**src/rtl/irq_encoder_8to3_pkg.sv**
```systemverilog
// ============================================================================
// irq_encoder_8to3_pkg
// Shared encoder/decoder definitions: code and one-hot widths, the 2-state
// presentation FSM encoding and a one-hot helper. Written so the 3-to-8
// decoder can import the same widths and encodings.
// Revision: 1.0 - initial release
// ============================================================================
`default_nettype none

package irq_encoder_8to3_pkg;

    localparam int CODE_W   = 3;
    localparam int ONEHOT_W = 8;

    // Presentation FSM encoding.
    typedef enum logic {
        ST_IDLE    = 1'b0,
        ST_PRESENT = 1'b1
    } state_t;

    // Binary index to one-hot vector.
    function automatic logic [ONEHOT_W-1:0] onehot(input logic [CODE_W-1:0] code);
        logic [ONEHOT_W-1:0] v;
        v = '0;
        v[code] = 1'b1;
        return v;
    endfunction

endpackage

`default_nettype wire

```
**src/rtl/irq_encoder_8to3_prio_sel.sv**
```systemverilog
// ============================================================================
// prio_sel_8to3
// Purely combinational priority selector.
// Ports:
//   vec  in  8  candidate vector
//   idx  out 3  index of the highest-priority set bit (0 when none set)
//   any  out 1  at least one bit of vec is set
// PRIORITY_MSB = 0 : bit 0 wins; PRIORITY_MSB = 1 : bit 7 wins.
// Revision: 1.0 - initial release
// ============================================================================
`default_nettype none

module prio_sel_8to3
    import irq_encoder_8to3_pkg::*;
#(
    parameter bit PRIORITY_MSB = 1'b0
) (
    input  logic [ONEHOT_W-1:0] vec,
    output logic [CODE_W-1:0]   idx,
    output logic                any
);

    // The scan runs from lowest to highest priority so the last hit,
    // which is the highest-priority set bit, is the one that sticks.
    always_comb begin
        idx = '0;
        any = |vec;
        if (PRIORITY_MSB) begin
            for (int i = 0; i < ONEHOT_W; i++) begin
                if (vec[i]) idx = i[CODE_W-1:0];
            end
        end else begin
            for (int i = ONEHOT_W - 1; i >= 0; i--) begin
                if (vec[i]) idx = i[CODE_W-1:0];
            end
        end
    end

endmodule

`default_nettype wire

```
**src/rtl/irq_encoder_8to3.sv**
```systemverilog
// ============================================================================
// irq_encoder_8to3
// Sequential 8-to-3 request encoder. Requests are latched into a pending
// register; the highest-priority pending request is presented as a 3-bit
// index with a valid/ready handshake, and each accepted index clears its
// pending bit. One index per cycle while ready is held high.
// Ports:
//   clk      in  1  rising-edge clock
//   rst      in  1  asynchronous active-high reset
//   enable   in  1  permits new presentations (does not gate capture)
//   req      in  8  request lines, a 1 sets the pending bit
//   ready    in  1  consumer accepts y when valid && ready
//   y        out 3  presented index (registered)
//   valid    out 1  y is meaningful (registered)
//   pending  out 8  pending register
//   dropped  out 8  one-cycle pulse: request hit an already-pending bit
// Revision: 1.0 - initial release
// ============================================================================
`default_nettype none

module irq_encoder_8to3
    import irq_encoder_8to3_pkg::*;
#(
    parameter bit PRIORITY_MSB = 1'b0
) (
    input  logic                clk,
    input  logic                rst,
    input  logic                enable,
    input  logic [ONEHOT_W-1:0] req,
    input  logic                ready,
    output logic [CODE_W-1:0]   y,
    output logic                valid,
    output logic [ONEHOT_W-1:0] pending,
    output logic [ONEHOT_W-1:0] dropped
);

    state_t              state, state_n;
    logic                acc;
    logic [ONEHOT_W-1:0] clr;
    logic [ONEHOT_W-1:0] pending_n;
    logic [ONEHOT_W-1:0] dropped_n;
    logic [CODE_W-1:0]   sel;
    logic                sel_any;
    logic [CODE_W-1:0]   y_n;
    logic                valid_n;

    assign acc = valid & ready;
    assign clr = acc ? onehot(y) : '0;

    // Set wins over clear: an event arriving on the bit being accepted is
    // re-pended rather than lost, and is not reported as dropped.
    assign pending_n = (pending & ~clr) | req;
    assign dropped_n = req & pending & ~clr;

    // Selection looks at the next pending value so a fresh request can be
    // presented on the edge that captures it (1-cycle latency).
    prio_sel_8to3 #(
        .PRIORITY_MSB (PRIORITY_MSB)
    ) u_prio_sel (
        .vec (pending_n),
        .idx (sel),
        .any (sel_any)
    );

    always_comb begin
        state_n = state;
        y_n     = y;
        valid_n = valid;
        case (state)
            ST_IDLE: begin
                if (enable && sel_any) begin
                    state_n = ST_PRESENT;
                    y_n     = sel;
                    valid_n = 1'b1;
                end
            end
            ST_PRESENT: begin
                // Without an accept the index is held: no preemption and
                // no retraction when enable falls.
                if (acc) begin
                    if (enable && sel_any) begin
                        y_n = sel;
                    end else begin
                        state_n = ST_IDLE;
                        valid_n = 1'b0;
                    end
                end
            end
            default: begin
                state_n = ST_IDLE;
                valid_n = 1'b0;
            end
        endcase
    end

    always_ff @(posedge clk or posedge rst) begin
        if (rst) begin
            state   <= ST_IDLE;
            y       <= '0;
            valid   <= 1'b0;
            pending <= '0;
            dropped <= '0;
        end else begin
            state   <= state_n;
            y       <= y_n;
            valid   <= valid_n;
            pending <= pending_n;
            dropped <= dropped_n;
        end
    end

endmodule

`default_nettype wire

```
**config.mk**
```make
export PLATFORM = sky130hd
export DESIGN_NAME = irq_encoder_8to3
export DESIGN_NICKNAME = d
export VERILOG_FILES = /design/src/rtl/irq_encoder_8to3_pkg.sv /design/src/rtl/irq_encoder_8to3_prio_sel.sv /design/src/rtl/irq_encoder_8to3.sv
export SDC_FILE = /design/constraint.sdc
export NUM_CORES = 1
export LEC_CHECK = 0
export ABC_CLOCK_PERIOD_IN_PS = 1790
export CAP_MARGIN = 10
export CORE_MARGIN = 2
export CORE_UTILIZATION = 41
export DETAILED_ROUTE_END_ITERATION = 7
export PLACE_DENSITY = 0.78
export SYNTH_ARGS = -nofsm -noshare
export SYNTH_HDL_FRONTEND = slang
export SYNTH_SLANG_ARGS = --single-unit
```
**constraint.sdc**
```tcl
create_clock -name clk -period 1.79 [get_ports clk]
set_input_delay 0.358 -clock clk [delete_from_list [all_inputs] [get_ports clk]]
set_output_delay 0.358 -clock clk [all_outputs]
set_load 0.02 [all_outputs]
```
## After elaboration in Yosys (flattened, before gate mapping)

Cells that the tools add are included.

- Add/subtract/negate cells: 0
- Multipliers: 0
- Div/mod/pow operators: 0
- Order comparisons: 2
- Eq/ne operators: 3
- Shifts and indexed selects: 0
- Multiplexer cells: 21
- Bitwise operators: 7
- Reduce and logical (&&, ||, !) cells: 4

Operator list:

| kind | count |
|---|---|
| two-way mux 3 bit | 10 |
| AND 8 bit | 3 |
| two-way mux 8 bit | 1 |
| inverter 8 bit | 1 |
| bitwise OR 8 bit | 1 |
| OR reduction 8 bit | 1 |
| two-way mux 1 bit | 6 |
| case mux 3 bit (2 select lines) | 1 |
| < comparator 3 x 4 -> 1 bit (second input constant) | 1 |
| inequality test 2 bit (second input constant) | 2 |
| case mux 1 bit (2 select lines) | 2 |
| demux 1 bit (select 3 bit) | 1 |
| greater-or-equal comparator 3 x 1 -> 1 bit (second input constant) | 1 |
| AND reduction 3 bit | 1 |
| logical AND 1 bit | 2 |
| inequality test 2 x 1 -> 1 bit (second input constant) | 1 |
| AND 1 bit | 1 |
| inverter 1 bit | 1 |

- Flip-flop bits (word level): 21
- Bits in latches: 0
- Memory bits (writable): 0
- ROM bits: 0
- Bits of input ports: 12
- Output and inout bits: 20
- Memories kept: 0

## Depth between registers and ports, before layout

Gate-level depths: netlist of the first run.

- Depth in word-level cells: 19
- Depth in mapped cells: 6

## By module

Synthesis of the first run repeated with hierarchy kept, for this count alone.

- Cells, all modules: 80
- Area, all modules: 878.3 um^2

By module, submodules not included:

| module | times used | cells each | area each (um^2) |
|---|---|---|---|
| irq_encoder_8to3 | 1 | 67 | 797.0 |
| prio_sel_8to3 | 1 | 13 | 81.3 |

## Least setup slack after synthesis of the first run

No wires, ideal clock.

- Kind: register to register
- From: reg y[1]
- To: reg y[0]
- Library setup time: 0.125 ns
- Data arrival time: 1.891 ns
- Required time: 1.665 ns
- Slack: -0.227 ns
- Stages on the path, launching flop included: 7
- Path buffers: 1
- Cell sequence: dfrtp_1 > buf_6 > or3_1 > o22a_2 > nor4_4 > a21o_4 > mux2_4

RTL lines:

| what | RTL line | text |
|---|---|---|
| start, declared | irq_encoder_8to3.sv:31 | `output logic [CODE_W-1:0] y,` |
| start signal, assigned | irq_encoder_8to3.sv:105 | `y <= y_n;` |
| < comparator 3 x 4 -> 1 bit (implied by the code) or greater-or-equal comparator 3 x 1 -> 1 bit (tied branches) | irq_encoder_8to3_pkg.sv:25 | `v[code] = 1'b1;` |
| logical AND 1 bit (implied by the code) | irq_encoder_8to3_pkg.sv:25 |  |
| two-way mux 1 bit (implied by the code) | irq_encoder_8to3_pkg.sv:25 |  |
| demux 1 bit (select 3 bit) (*) | irq_encoder_8to3_pkg.sv:25 |  |
| two-way mux 8 bit (*) | irq_encoder_8to3.sv:48 | `assign clr = acc ? onehot(y) : '0;` |
| inverter 8 bit (*) | irq_encoder_8to3.sv:52 | `assign pending_n = (pending & ~clr) \| req;` |
| AND 8 bit (*) | irq_encoder_8to3.sv:52 |  |
| bitwise OR 8 bit (*) | irq_encoder_8to3.sv:52 |  |
| net pending_n[1] | irq_encoder_8to3.sv:40 | `logic [ONEHOT_W-1:0] pending_n;` |
| OR reduction 8 bit or two-way mux 3 bit (tied branches) | irq_encoder_8to3_prio_sel.sv:27, irq_encoder_8to3_prio_sel.sv:34 |  |
| logical AND 1 bit or two-way mux 3 bit (tied branches) | irq_encoder_8to3.sv:71, irq_encoder_8to3.sv:81, irq_encoder_8to3_prio_sel.sv:34 |  |
| two-way mux 3 bit (*) | irq_encoder_8to3.sv:71, irq_encoder_8to3.sv:81 |  |
| two-way mux 3 bit | irq_encoder_8to3.sv:80 | `if (acc) begin` |
| case mux 3 bit (2 select lines) (*) | irq_encoder_8to3.sv:69 | `case (state)` |

Mark *: on every way through the listed nets, which the timed path passes. The rest lies on a longest branch. The select of a mux whose other input is x is not followed.
A chain may end at the register's enable or synchronous reset.

## Worst setup path in the final report of the first run

- From: reg y[0]
- To: reg y[0]

RTL lines:

| what | RTL line | text |
|---|---|---|
| < comparator 3 x 4 -> 1 bit (implied by the code) or greater-or-equal comparator 3 x 1 -> 1 bit (tied branches) | irq_encoder_8to3_pkg.sv:25 |  |
| logical AND 1 bit (implied by the code) | irq_encoder_8to3_pkg.sv:25 |  |
| two-way mux 1 bit (implied by the code) | irq_encoder_8to3_pkg.sv:25 |  |
| demux 1 bit (select 3 bit) (*) | irq_encoder_8to3_pkg.sv:25 |  |
| two-way mux 8 bit (*) | irq_encoder_8to3.sv:48 |  |
| inverter 8 bit (*) | irq_encoder_8to3.sv:52 |  |
| AND 8 bit (*) | irq_encoder_8to3.sv:52 |  |
| bitwise OR 8 bit (*) | irq_encoder_8to3.sv:52 |  |
| net pending_n[4] | irq_encoder_8to3.sv:40 |  |
| two-way mux 3 bit (5 in a row) | irq_encoder_8to3_prio_sel.sv:34 | `if (vec[i]) idx = i[CODE_W-1:0];` |
| two-way mux 3 bit (*) | irq_encoder_8to3.sv:71, irq_encoder_8to3.sv:81 |  |
| two-way mux 3 bit | irq_encoder_8to3.sv:80 |  |
| case mux 3 bit (2 select lines) (*) | irq_encoder_8to3.sv:69 |  |

Marks and branches as above.

==> flow_results.org, run 1 <==
** Status
- Run status :: finished with violations
- Violations in the final reports :: setup timing

** Logic synthesis
- Top post-synthesis cells by area :: sky130_fd_sc_hd__dfrtp_1 (51%), sky130_fd_sc_hd__nor4_4 (4.1%), sky130_fd_sc_hd__o211a_1 (3.9%), sky130_fd_sc_hd__nor2_1 (3.3%), sky130_fd_sc_hd__a41oi_4 (2.7%)
- Synthesis produced a netlist whose cell count is 85.
- The biggest area contributor in the post-synthesis netlist is sky130_fd_sc_hd__dfrtp_1.
- Summed over its instances, the top area cell type makes up 50.8% of the synthesized netlist area.
- Mapped Avg Cell Area :: 12.2 µm²
- Number of distinct standard cells referenced by the synthesized netlist :: 32
- Register area share after synthesis :: 50.8%
- For this run, the number of Yosys warnings is 0.
- The number of nets handed over by synthesis was 97.
- Summing every instance area after synthesis gives 1030 µm².
- Synthesis inferred 21 register bits.

** STA
- At the pin with the least slew margin, the transition time is 269 ps.
- Hold timing on the final database bottoms out at a slack of 372 ps.
- Final Hold Violating Endpoints :: 0
- Worst clock skew :: 1.28 ps
- Dividing the final minimum period by the clock period gives 104%.
- Measured against its own limit, the worst slew margin works out to 82.1%.
- The routed design could run at a clock period as short as 1860 ps.
- Unrepaired setup endpoints after global routing :: true
- Based on the critical path, the design can be clocked at up to 539 MHz.
- Setup violations remaining at the end of the flow were counted as 2.
- Number of pins with negative max-slew slack in the final report :: 0
- Final worst slack :: -65.4 ps

** Clocking
- CTS saw 21 sinks.
- CTS tree :: yes
- Buffer levels on the longest clock path :: 2
- After clock tree synthesis, the clock-pin slew on the worst setup and hold paths is 110 ps.
- The later pin in the worst-skew pair is clocked with a latency of 300 ps.
- TritonCTS Buffers :: 3
- CTS H-tree lvls :: 1
- Clk root buf :: sky130_fd_sc_hd__clkbuf_4
- CTS hold repair buffers :: 0

** Pwr
- Dividing total power by cell area gives a power density of 896 nW/µm².
- Leakage component of the power :: 0.762 nW
- The worst-case IR drop observed on VDD is 0.647 mV.

** Worst setup path
- Critical path origin :: y[0]$_DFFE_PP0P_
- Worst setup SP type :: flip-flop
- In this design, the stage delay of the slowest critical-path cell is 470 ps.
- On the critical path the largest part of the delay comes from simple AND/OR/NAND/NOR gates.
- Crit-path cells :: nand3b_1 > o31a_1 > nor4_4 > a21o_4 > mux2_4
- STA classifies the critical path endpoint as a flip-flop.
- The worst setup path is of the reg -> reg kind.
- Instance count on the critical path :: 5
- The worst register-to-register path begins at y[0]$_DFFE_PP0P_.
- R2R depth :: 5
- Crit-path slowest cell :: sky130_fd_sc_hd__dfrtp_2
- Count of buffering cells on the critical path with inverters included :: 0
- Data on the critical path arrives at its endpoint at 2060 ps.
- In this run the worst path has a maximum fanout of 5.
- CP Data Required Time :: 1990 ps

** Drt
- Sum of routed wire length over all layers :: 2.78 mm
- The routed layout has 939 vias.
- Wire length per cell :: 15.4 µm
- The first TritonRoute pass finished after 4 iterations.
- Via-to-Cell Ratio :: 5.22
- The detail route stage leaves a number of antenna-violating nets equal to 0.
- In this run, the number of DRC markers left after iteration 0 of detailed routing was 6.
- DRC violation count after routing :: 0

** GRT
- Pin count of the biggest net entering global routing :: 22
- The number of global-route vias before repair is 983.
- First-pass GRT wire length :: 4.42 mm
- Overflow after GRT :: 0
- Global Route Usage Sum :: 21.8%
- Most congested layer reported by global routing :: met2
- Number of antenna violations at the first check in global routing :: 0
- Global routing used 2.73% of the available met3 tracks.
- Met2 track utilization from global routing :: 38.2%
- Met1 Use GR :: 26.1%

** Placed design
- Count of buffers from port buffering :: 31
- Final HPWL from detailed placement :: 2.09 mm
- Routability-driven placement congestion ratio :: 0.921
- Placed Cells :: 173

** Floorplan
- Die width :: 54.2 µm
- Measured along the y axis, the die boundary spans 54.2 µm.
- For this configuration, the core starts out at a cell density of 42.5%.
- The initialized floorplan defines 18 standard-cell rows.
- Top Ports :: 32
- Placeable core area :: 2430 µm²
- The die covers 2940 µm².

** Finish
- 0 antenna diodes ended up in the layout.
- Commonest non-fill, non-tap cell in the layout :: sky130_fd_sc_hd__buf_4
- Number of non-filler instances in the completed layout :: 180
- Compared with the post-synthesis result, the final layout area differs by 62.9%.
- In the layout the commonest cells are sky130_fd_sc_hd__buf_4 (30), sky130_fd_sc_hd__clkdlybuf4s50_1 (27), sky130_fd_sc_hd__dfrtp_1 (17).
- Share of post-route cells with drive strength above 1 :: 42.0%
- Number of nets in the final layout :: 163

** Job
- Number of max-cap violations :: 0

** Min path
- In this run the worst hold path is classified as in -> async.
[cell type report]
cell class              count  area (µm²)
repair buffers             63         558
flip-flops and latches     21         531
inverters                   4        15.0
fillers                   192         747
clock buffers               4        26.3
multi-input cells          58         518
well taps                  30        37.5
[power breakdown]
group	switching [mW]	total, mW	internal (mW)
sequential	0.0765	0.612	0.536
clock	0.140	0.227	0.0870
combinational	0.303	0.670	0.367
total	0.520	1.51	0.989
[through the flow]
stage	worst slack [ps]	power (mW)	instance area [µm²]	utilization [%]	setup TNS (ps)
final	-65.4	1.51	1690	69.3	-109
after global routing	-135	1.59	1690	69.3	-377
after CTS	-70.6	1.49	1660	68.2	-110
after global placement	-532	1.18	1590	65.2	-2210
after detailed placement	-586	1.20	1590	65.2	-2500
after floorplan	-150	0.914	1050	-	-150
[kinds of logic (layout without fill, tap and decap cells)]
family	after synthesis	in the layout	synth area share, %
and+or+nand+nor	30	30	18.4
buffers and inverters	6	71	3.99
AOI/OAI and AO/OA	27	27	25.4
DFF	21	21	50.8
muxes	1	1	1.45
[sequential cells by signal, summed over array words and instances (netlist names)]
name and cells:
dropped 8, pending 8, state 1, valid 1, y 3
[per-layer routing]
metal	vias to the layer above	wire, µm
met5	-	0
li1	444	-
met1	466	1170
met4	0	63
met2	25	1440
met3	4	104
[final timing paths]
kind / to / slack, ps
hold / removal: dropped[4]$_DFF_PP0_ / 370
max in group asynchronous: valid$_DFFE_PP0P_ / 1190
setup reg to reg: y[0]$_DFFE_PP0P_ / -70
min in group clk: dropped[1]$_DFF_PP0_ / 560
setup / recovery: y[0]$_DFFE_PP0P_ / -70
hold reg to reg: dropped[1]$_DFF_PP0_ / 560
[timing repair]
item / CTS / global route
endpoints found under the setup margin: 8 / 6
resized for setup: 9 / 6
pin swaps: 3 / 2
setup buffers: 3 / 0
[tightest hold or removal path, stage by stage]
cell	delay [ps]
sky130_fd_sc_hd__clkdlybuf4s50_1	390
sky130_fd_sc_hd__inv_1	50
sky130_fd_sc_hd__buf_4	270
[cells in the mapped netlist, drive strengths merged]
master,number
nand3b,1
nand2b,4
inv,4
o22a,3
o31a,5
a41oi,2
nand2,5
nor2,9
nand3,1
dfrtp,21
a21o,1
a21oi,4
a21boi,1
mux2,1
or2,4
o311a,2
o22ai,1
buf,2
and3b,1
nor4,2
nor3,1
o21ai,2
a31oi,2
o211a,4
or3,2
Power figures use the tool's default switching activity.
==> run 2, diff against run 1 <==
--- a/config.mk
+++ b/config.mk
@@ -10,7 +10,8 @@
 export CORE_MARGIN = 2
 export CORE_UTILIZATION = 41
 export DETAILED_ROUTE_END_ITERATION = 7
-export PLACE_DENSITY = 0.78
+export PLACE_DENSITY = 0.74
 export SYNTH_ARGS = -nofsm -noshare
 export SYNTH_HDL_FRONTEND = slang
 export SYNTH_SLANG_ARGS = --single-unit
+export TNS_END_PERCENT = 100
==> run 2 against run 1 <==
Against the previous run:
- the run still ends with setup timing left
- first-iteration DRC count increased by 83%
- cell count up 2.2%
- register-to-register slack lost 50 ps
- global-route usage shrank 0.40 points
- clock power about the same
- utilization increased by 0.77 points
- sequential share of layout area is 0.35 points lower
- setup slack worse by 46 ps
- non-clock buffer count rose by 4
- clock-buffer cell count did not move
- critical path type unchanged
- critical endpoint unchanged
- largest power group unchanged
==> flow_results.org, run 2 (same netlist as run 1, synthesis figures left out) <==
** STA
- Headroom to the max-slew limit :: 81.4% (-0.66 points)
- The count of endpoints failing hold in the final timing report came to 0 (unchanged).
- The setup TNS was -242 ps (-133 ps).
- The final critical delay including setup and external delays was 1900 ps (+46.4 ps).
- Unrepaired setup endpoints after global routing :: true
- FMAX :: 526 MHz (-2.4%)
- The final max-slew violation count came to 0 (unchanged).
- The transition time at the pin with the least slew margin came to 276 ps (+7.04 ps).
- Final worst slack :: -112 ps (-46.4 ps)
- The final setup violation count is 4 (+2).
- The final period utilization is 106% (+2.6 points).
- The post-route clock skew was 1.06 ps (-0.217 ps).

** Worst setup path
- The largest driver fanout on the critical path is 5 (unchanged).
- The worst endpoint required time was 1990 ps (about the same).
- Critical path origin :: y[0]$_DFFE_PP0P_
- WP data arrival :: 2100 ps (+40 ps)
- The startpoint identified for the worst register-to-register timing path is y[0]$_DFFE_PP0P_.
- The worst setup path is captured at a flip-flop.
- STA classifies the critical path startpoint as a flip-flop.
- Kind of critical path :: reg -> reg

** Clocking
- The number of clock sinks was 21 (unchanged).
- CTS hold repair buffers :: 0 (unchanged)
- The clock-pin slew on the worst setup and hold paths is 110 ps (about the same).
- CTS H-tree lvls :: 1 (unchanged)
- The tree is rooted in a sky130_fd_sc_hd__clkbuf_4.
- TritonCTS Buffers :: 3 (unchanged)
- TritonCTS built the clock tree.
- The worst-skew pair later-pin latency is 300 ps (about the same).
- The maximum buffer depth of the clock tree is 2 (unchanged).

** Drt
- Violation count after the first detailed-routing iteration :: 11 (+5)
- The detailed-router iteration count before antenna repair was 4 (unchanged).
- Via-to-Cell Ratio :: 5.14 (-1.4%)
- The final routed DRC violation total came to 0 (unchanged).
- The remaining antenna violation count after routing was 0 (unchanged).
- Wire length per cell :: 15.2 µm (-1.3%)
- The total wire length after detailed routing is 2.80 mm (+0.86%).
- Total via count in the routed design :: 946 (+0.75%)

** Pwr
- Ratio of total power to cell area :: 898 nW/µm² (+0.29%)
- The worst IR drop on VDD came to 0.679 mV (+4.9%).
- Leakage component of the power :: 0.765 nW (+0.30%)

** Floorplan
- Initial cell density of the core :: 42.5% (unchanged)
- Die width :: 54.2 µm (unchanged)
- The count of boundary I/O pins is 32 (unchanged).
- Die Ht :: 54.2 µm (unchanged)
- Placeable core area :: 2430 µm² (unchanged)
- Area of the die :: 2940 µm² (unchanged)
- Number of standard-cell rows in the floorplan :: 18 (unchanged)

** Finish
- Number of non-filler instances in the completed layout :: 184 (+2.2%)
- The number of filler cells placed in the layout is 186 (-3.1%).
- Area growth from synthesis to layout :: 64.7%
- Commonest cells after routing, fill and taps aside :: sky130_fd_sc_hd__buf_4 (35), sky130_fd_sc_hd__clkdlybuf4s50_1 (27), sky130_fd_sc_hd__dfrtp_1 (17)
- Total inserted antenna cells :: 0 (unchanged)
- The sequential cell area was 531 µm² (unchanged).
- Commonest non-fill, non-tap cell in the layout :: sky130_fd_sc_hd__buf_4
- The largest registers in the layout are dropped: 8 flops, pending: 8 flops, y: 3 flops.
- Share of post-route cells with drive strength above 1 :: 44.8% (+2.8 points)
- The net count of the finished layout was 167 (+2.5%).
- The area taken by multi-input logic gates came to 515 µm² (-0.48%).

** GRT
- Via count of the first global-routing pass :: 972 (-1.1%)
- The wire length of the first global-routing pass was 4.42 mm (unchanged).
- Pin count of the biggest net entering global routing :: 22 (unchanged)
- The total routing usage reported by global routing came to 21.4% (-0.40 points).
- Overflow after GRT :: 0 (unchanged)
- Number of antenna violations at the first check in global routing :: 0 (unchanged)

** Placed design
- The count of buffers inserted at the top-level ports was 31 (unchanged).
- Placed Cells :: 172 (-0.58%)
- The HPWL after detailed placement came to 2.02 mm (-3.0%).
- Routability-driven placement congestion ratio :: 0.799 (-13%)

** Job
- Number of max-cap violations :: 0 (unchanged)

** Status
- Run status :: finished with violations
- The checks that failed: setup timing.

** Min path
- The worst hold path belongs to the class in -> async.
==> run 2: cell types whose count changed in the layout (fill, tap and decap cells not counted), sizes merged <==
cell / change
clkdlybuf4s15: -1
dlymetal6s2s: -1
dlygate4sd2: +2
buf: +4
==> run 2: report_power, final <==
| group | internal, mW | leakage [nW] | switching, mW | total, mW |
|---|---|---|---|---|
| combinational | 0.381 | 0.530 | 0.301 | 0.682 |
| sequential | 0.536 | 0.220 | 0.0858 | 0.621 |
| clock | 0.0869 | 0.0150 | 0.140 | 0.227 |
==> run 2: path summary, 6_finish.rpt <==
kind                                         to  slack [ps]  depth (start not counted)
max                            y[0]$_DFFE_PP0P_        -110                          5
max in group asynchronous      y[0]$_DFFE_PP0P_        1180                          3
min in group clk           dropped[5]$_DFF_PP0_         540                          1
min reg2reg                dropped[5]$_DFF_PP0_         540                          1
max reg2reg                    y[0]$_DFFE_PP0P_        -110                          5
min                        dropped[1]$_DFF_PP0_         370                          3
==> run 2: timing repair <==
item,CTS,global route
endpoints found under the setup margin,8,4
buffers inserted,2,6
gates resized for setup,9,5
pin swaps,2,4
==> run 2: final cells by class <==
type	count	area share [%]
tap	30	2.20
sequential	21	31.1
clock buffer	4	1.54
timing repair buffer	67	34.0
multi-input combinational	58	30.2
inverter	4	0.881
==> run 2: per-layer routing <==
| layer | global-route usage (%) | wire, µm | vias up |
|---|---|---|---|
| li1 | - | - | 451 |
| met1 | 27.3 | 1200 | 450 |
| met2 | 36.5 | 1420 | 37 |
| met3 | 2.73 | 147 | 8 |
| met4 | 8.75 | 36 | 0 |
| met5 | 0 | 0 | - |
==> run 2: worst max-delay path: stages, from the launching register on <==
cell and delay, ps:
sky130_fd_sc_hd__dfrtp_2 470, sky130_fd_sc_hd__nand3b_1 210, sky130_fd_sc_hd__o31a_1 330, sky130_fd_sc_hd__nor4_4 320, sky130_fd_sc_hd__a21o_4 180, sky130_fd_sc_hd__mux2_4 290
==> run 2: metrics by stage <==
stage	instance area (µm²)	power (mW)	utilization, %	worst slack, ps	hold WS [ps]
after floorplan	1050	0.914	-	-150	334
after global placement	1580	1.20	64.9	-506	515
after detailed placement	1580	1.21	64.9	-578	519
after CTS	1640	1.47	67.4	-81.5	377
after global routing	1700	1.61	70.1	-166	413
final	1700	1.53	70.1	-112	373
